[src/rtl/load_store_unit.sv]
// Load/store unit: drives a word-addressed data memory for byte, halfword
// and word accesses. Sub-word stores are read-modify-write; loads return
// sign- or zero-extended data with a one-cycle done pulse.
module load_store_unit #(
  parameter int WORD_ADDR_BITS = 6,
  parameter int CHECK_RANGE    = 1
) (
  input  logic        clk,
  input  logic        reset,
  input  logic        req,
  input  logic        is_store,
  input  logic [1:0]  size,
  input  logic        unsigned_ld,
  input  logic [31:0] addr,
  input  logic [31:0] store_data,
  output logic        busy,
  output logic        done,
  output logic        err,
  output logic [31:0] load_data,
  output logic        MemRead,
  output logic        MemWrite,
  output logic [31:0] Address,
  output logic [31:0] Write_data,
  input  logic [31:0] Read_data
);

  typedef enum logic [1:0] {
    IDLE  = 2'd0,
    READ  = 2'd1,
    WRITE = 2'd2,
    DONE  = 2'd3
  } state_t;

  // Byte-address bits above the decoded memory must be zero to be in range.
  localparam logic [32:0] LIMIT      = 33'd1 << (2 + WORD_ADDR_BITS);
  localparam logic [31:0] LIMIT_LO   = LIMIT[31:0];
  localparam logic [31:0] RANGE_MASK = ~(LIMIT_LO - 32'd1);

  state_t      state_q, state_d;
  logic [1:0]  lane_q, lane_d;
  logic [1:0]  size_q, size_d;
  logic        is_store_q, is_store_d;
  logic        unsigned_q, unsigned_d;
  logic [15:0] store_lo_q, store_lo_d;
  logic        err_q, err_d;
  logic [31:0] address_q, address_d;
  logic [31:0] write_data_q, write_data_d;
  logic [31:0] load_data_q, load_data_d;

  logic        req_bad;
  logic [7:0]  byte_sel;
  logic [15:0] half_sel;
  logic [31:0] load_ext;
  logic [31:0] merged;

  // Classify an incoming request: illegal size, misalignment or out of range.
  always_comb begin
    req_bad = 1'b0;
    if (size == 2'b11) req_bad = 1'b1;
    if (size == 2'b01 && addr[0]) req_bad = 1'b1;
    if (size == 2'b10 && addr[1:0] != 2'b00) req_bad = 1'b1;
    if (CHECK_RANGE != 0 && (addr & RANGE_MASK) != 32'd0) req_bad = 1'b1;
  end

  // Lane extraction for loads and lane merge for sub-word stores.
  always_comb begin
    byte_sel = Read_data[8*lane_q +: 8];
    half_sel = lane_q[1] ? Read_data[31:16] : Read_data[15:0];
    load_ext = Read_data;
    case (size_q)
      2'b00:   load_ext = unsigned_q ? {24'd0, byte_sel} : {{24{byte_sel[7]}}, byte_sel};
      2'b01:   load_ext = unsigned_q ? {16'd0, half_sel} : {{16{half_sel[15]}}, half_sel};
      default: load_ext = Read_data;
    endcase
    merged = Read_data;
    if (size_q == 2'b00) begin
      merged[8*lane_q +: 8] = store_lo_q[7:0];
    end else if (lane_q[1]) begin
      merged[31:16] = store_lo_q;
    end else begin
      merged[15:0] = store_lo_q;
    end
  end

  // Next-state logic: accept in IDLE, then walk READ/WRITE to DONE.
  always_comb begin
    state_d      = state_q;
    lane_d       = lane_q;
    size_d       = size_q;
    is_store_d   = is_store_q;
    unsigned_d   = unsigned_q;
    store_lo_d   = store_lo_q;
    err_d        = err_q;
    address_d    = address_q;
    write_data_d = write_data_q;
    load_data_d  = load_data_q;
    case (state_q)
      IDLE: begin
        if (req) begin
          lane_d     = addr[1:0];
          size_d     = size;
          is_store_d = is_store;
          unsigned_d = unsigned_ld;
          store_lo_d = store_data[15:0];
          err_d      = req_bad;
          if (req_bad) begin
            state_d = DONE;
          end else begin
            address_d = {2'b00, addr[31:2]};
            if (is_store && size == 2'b10) begin
              write_data_d = store_data;
              state_d      = WRITE;
            end else begin
              state_d = READ;
            end
          end
        end
      end
      READ: begin
        if (is_store_q) begin
          write_data_d = merged;
          state_d      = WRITE;
        end else begin
          load_data_d = load_ext;
          state_d     = DONE;
        end
      end
      WRITE:   state_d = DONE;
      default: state_d = IDLE;
    endcase
  end

  // State and datapath registers; reset clears everything and aborts any access.
  always_ff @(posedge clk) begin
    if (reset) begin
      state_q      <= IDLE;
      lane_q       <= 2'd0;
      size_q       <= 2'd0;
      is_store_q   <= 1'b0;
      unsigned_q   <= 1'b0;
      store_lo_q   <= 16'd0;
      err_q        <= 1'b0;
      address_q    <= 32'd0;
      write_data_q <= 32'd0;
      load_data_q  <= 32'd0;
    end else begin
      state_q      <= state_d;
      lane_q       <= lane_d;
      size_q       <= size_d;
      is_store_q   <= is_store_d;
      unsigned_q   <= unsigned_d;
      store_lo_q   <= store_lo_d;
      err_q        <= err_d;
      address_q    <= address_d;
      write_data_q <= write_data_d;
      load_data_q  <= load_data_d;
    end
  end

  assign busy       = (state_q != IDLE);
  assign done       = (state_q == DONE);
  assign err        = (state_q == DONE) && err_q;
  assign MemRead    = (state_q == READ);
  assign MemWrite   = (state_q == WRITE);
  assign Address    = address_q;
  assign Write_data = write_data_q;
  assign load_data  = load_data_q;

endmodule

[config.mk]
export PLATFORM = sky130hd
export DESIGN_NAME = load_store_unit
export DESIGN_NICKNAME = d
export VERILOG_FILES = /design/src/rtl/load_store_unit.sv
export SDC_FILE = /design/constraint.sdc
export NUM_CORES = 1
export LEC_CHECK = 0
export BUFFER_PORTS_ARGS = -buffer_cell sky130_fd_sc_hd__clkbuf_2
export CAP_MARGIN = 25
export CORE_MARGIN = 3
export CORE_UTILIZATION = 56
export CTS_BUF_LIST = sky130_fd_sc_hd__clkbuf_2
export CTS_CLUSTER_DIAMETER = 150
export CTS_CLUSTER_SIZE = 8
export DETAILED_ROUTE_END_ITERATION = 8
export GPL_ROUTABILITY_DRIVEN = 1
export PLACE_DENSITY = 0.89
export SLEW_MARGIN = 20
export SYNTH_ARGS = -nofsm -noshare
export SYNTH_HDL_FRONTEND = slang
export SYNTH_SLANG_ARGS = --single-unit
[constraint.sdc]
create_clock -name clk -period 5.6 [get_ports clk]
set_input_delay 1.12 -clock clk [delete_from_list [all_inputs] [get_ports clk]]
set_output_delay 1.12 -clock clk [all_outputs]
set_load 0.01 [all_outputs]
==> results.sh <==
export IMPL_yosysTopAreaCell="dfxtp_1"
export IMPL_grt_overflow=0
export IMPL_syn_area_mm2=0.00570
export IMPL_crit_type="flip-flop to flip-flop"
export IMPL_mostFrequentLayoutCells="clkbuf_2, dfxtp_1, nand2_1, a21oi_1, a221oi_1"
export IMPL_grt_pass1_vias=5529
export IMPL_clock_latency_ps=680
export IMPL_synth_seq_area_share=0.418
export IMPL_rows=36
export IMPL_arrival_ps=3770
export IMPL_tritoncts="built"
export IMPL_grt_usage=0.304
export IMPL_cts_resized=0
export IMPL_h_tree_depth=4
export IMPL_syn_to_final_growth_pct=22.3
export IMPL_die_w_um=107
export IMPL_yosysUniqueCellTypes=51
export IMPL_synth_edf_count=0
export IMPL_syn_instance_count=640
export IMPL_core_mm2=0.00982
export IMPL_grt_pass1_wl_um=27600
export IMPL_clockBufferDepth=2
export IMPL_cp_required_ps=6130
export IMPL_p_leak_nw=2.99
export IMPL_power_total_mw=2.60
export IMPL_clock_skew_final_ps=38.6
export IMPL_crit_slowest_cell="ha_1"
export IMPL_final_common_cell="clkbuf_2"
export IMPL_path_cells="ha_1, nor2b_2, buf_4, nor2_1, and4_1, nor2_4, o41ai_2"
export IMPL_dr_pass1_iters=8
export IMPL_port_buffers=201
export IMPL_die_y_um=107
export IMPL_critPathMaxStageDelay_ps=720
export IMPL_synth_flop_cell="dfxtp_1"
export IMPL_cp_end_kind="flip-flop"
export IMPL_wl_per_cell_um=18.8
export IMPL_clk_pin_slew_ps=210
export IMPL_finalCriticalPeriod_ps=3240
export IMPL_hold_viol=0
export IMPL_worstMarginPinSlew_ps=1020
export IMPL_startpoint_type="flip-flop"
export IMPL_ctsHoldBuffers=0
export IMPL_cts_setup_buffers=0
export IMPL_nets=924
export IMPL_drc=0
export IMPL_synth_top_area_share=0.418
export IMPL_dp_cells=923
export IMPL_crit_buf_inv=1
export IMPL_routed_via_density=6.22
export IMPL_r2r_start="state_q[0]"
export IMPL_path_delay_family="simple AND/OR/NAND/NOR gates"
export IMPL_io_pins=204
export IMPL_gp_congestion=0.968
export IMPL_async_flop_share=0
export IMPL_cts_sinks=119
export IMPL_drtIter0Drc=631
export IMPL_hold_class="flip-flop to flip-flop"
export IMPL_hold_start="Address[10]"
export IMPL_stdcell_count=958
export IMPL_run_status="completed"
export IMPL_routed_wl_um=18000
export IMPL_antenna_found_initial=0
export IMPL_grt_max_degree=50
export IMPL_cts_made_buffers=17
export IMPL_num_vias=5962
export IMPL_setup_viol=0
export IMPL_setup_tns_ps=0
export IMPL_relSlewSlack=0.322
export IMPL_clockRootBuffer="clkbuf_2"
export IMPL_ant_nets=0
export IMPL_dieArea_mm2=0.0114
export IMPL_synth_seq_cells=119
export IMPL_crit_fanout=49
export IMPL_initial_core_util=0.580
export IMPL_synth_area_leaders="dfxtp_1, a221oi_1, a21oi_1"
export IMPL_avgSynthCellArea_um2=8.91
export IMPL_hpwl_um=13100
export IMPL_p_per_area_mw_per_mm2=372
export IMPL_cp_startpoint="state_q[0]"
export IMPL_antenna_cells=0
export IMPL_rsz0062_at_grt="false"
export IMPL_fin_crit_sh=0.578
export IMPL_cap_violations=0
export IMPL_drive_above_1_share=0.335
export IMPL_fmax_mhz=309
export IMPL_yosysWarningCount=0
export IMPL_vdd_ir_drop_worst_mv=0.210
export IMPL_maxSlewViolCount=0
## synth_stat cells (9+ instances only)
| cell | number |
|---|---|
| dfxtp_1 | 119 |
| nand2_1 | 67 |
| a21oi_1 | 58 |
| a221oi_1 | 48 |
| clkbuf_1 | 45 |
| nor2_1 | 39 |
| nor3_1 | 35 |
| and2_1 | 26 |
| o21ai_0 | 26 |
| mux2i_1 | 23 |
| nand4_1 | 18 |
| a211oi_1 | 17 |
| o41ai_2 | 10 |
| ha_1 | 9 |
| inv_1 | 9 |
| nor2b_1 | 9 |
## power by group
group | internal (mW) | switching [mW] | total, mW
registers | 0.973 | 0.106 | 1.08
clock network | 0.215 | 0.376 | 0.591
logic | 0.333 | 0.593 | 0.926
## registers in the layout (all words and copies together), names as in the netlist, 2 cells and up
register    cells
Write_data     32
load_data      32
Address        30
store_lo_q     16
lane_q          2
size_q          2
state_q         2
## worst register-to-register path, stage by stage (launching register included)
cell and delay [ps]:
dfxtp_1 440, ha_1 720, nor2b_2 270, buf_4 410
nor2_1 120, and4_1 460, nor2_4 500, o41ai_2 160
## final cells by class
type                            instances  area, um^2
Multi-Input combinational cell        454        3020
Fill cell                             792        2850
Sequential cell                       119        2380
Timing Repair Buffer                  211        1120
Tap cell                              133         166
Clock inverter                         15         165
Clock buffer                           17        85.1
Inverter                                9        33.8
## logic make-up after synthesis
| logic type | synth area share |
|---|---|
| simple gates | 0.201 |
| compound gates | 0.248 |
| flops | 0.418 |
| buf+inv | 0.0527 |
| mux | 0.0602 |
| fa+ha+maj | 0.0198 |
| other cells | 0.000658 |
## path summary, 6_finish.rpt
path / endpoint / slack [ps] / cells after the start
setup / recovery: Write_data[18] / 2360 / 7
hold / removal: Address[10] / 490 / 1
setup reg to reg: Write_data[18] / 2360 / 7
hold reg to reg: Address[10] / 490 / 1
## through the flow
step	setup WS [ps]	cell area, um^2	hold slack [ps]	utilization
after floorplan	3100	5700	432	-
after global placement	2290	6650	441	0.677
after detailed placement	2140	6670	444	0.679
after CTS	2370	6920	491	0.705
after global routing	2130	6970	503	0.710
final	2360	6970	487	0.710
## routing by layer
metal	vias to the layer above	GRT usage	wire length, um
li1	2745	-	-
met1	2751	0.388	6840
met2	404	0.499	8630
met3	62	0.0741	1980
met4	0	0.113	561
met5	-	0	0
(Power assumes the default switching activity.)
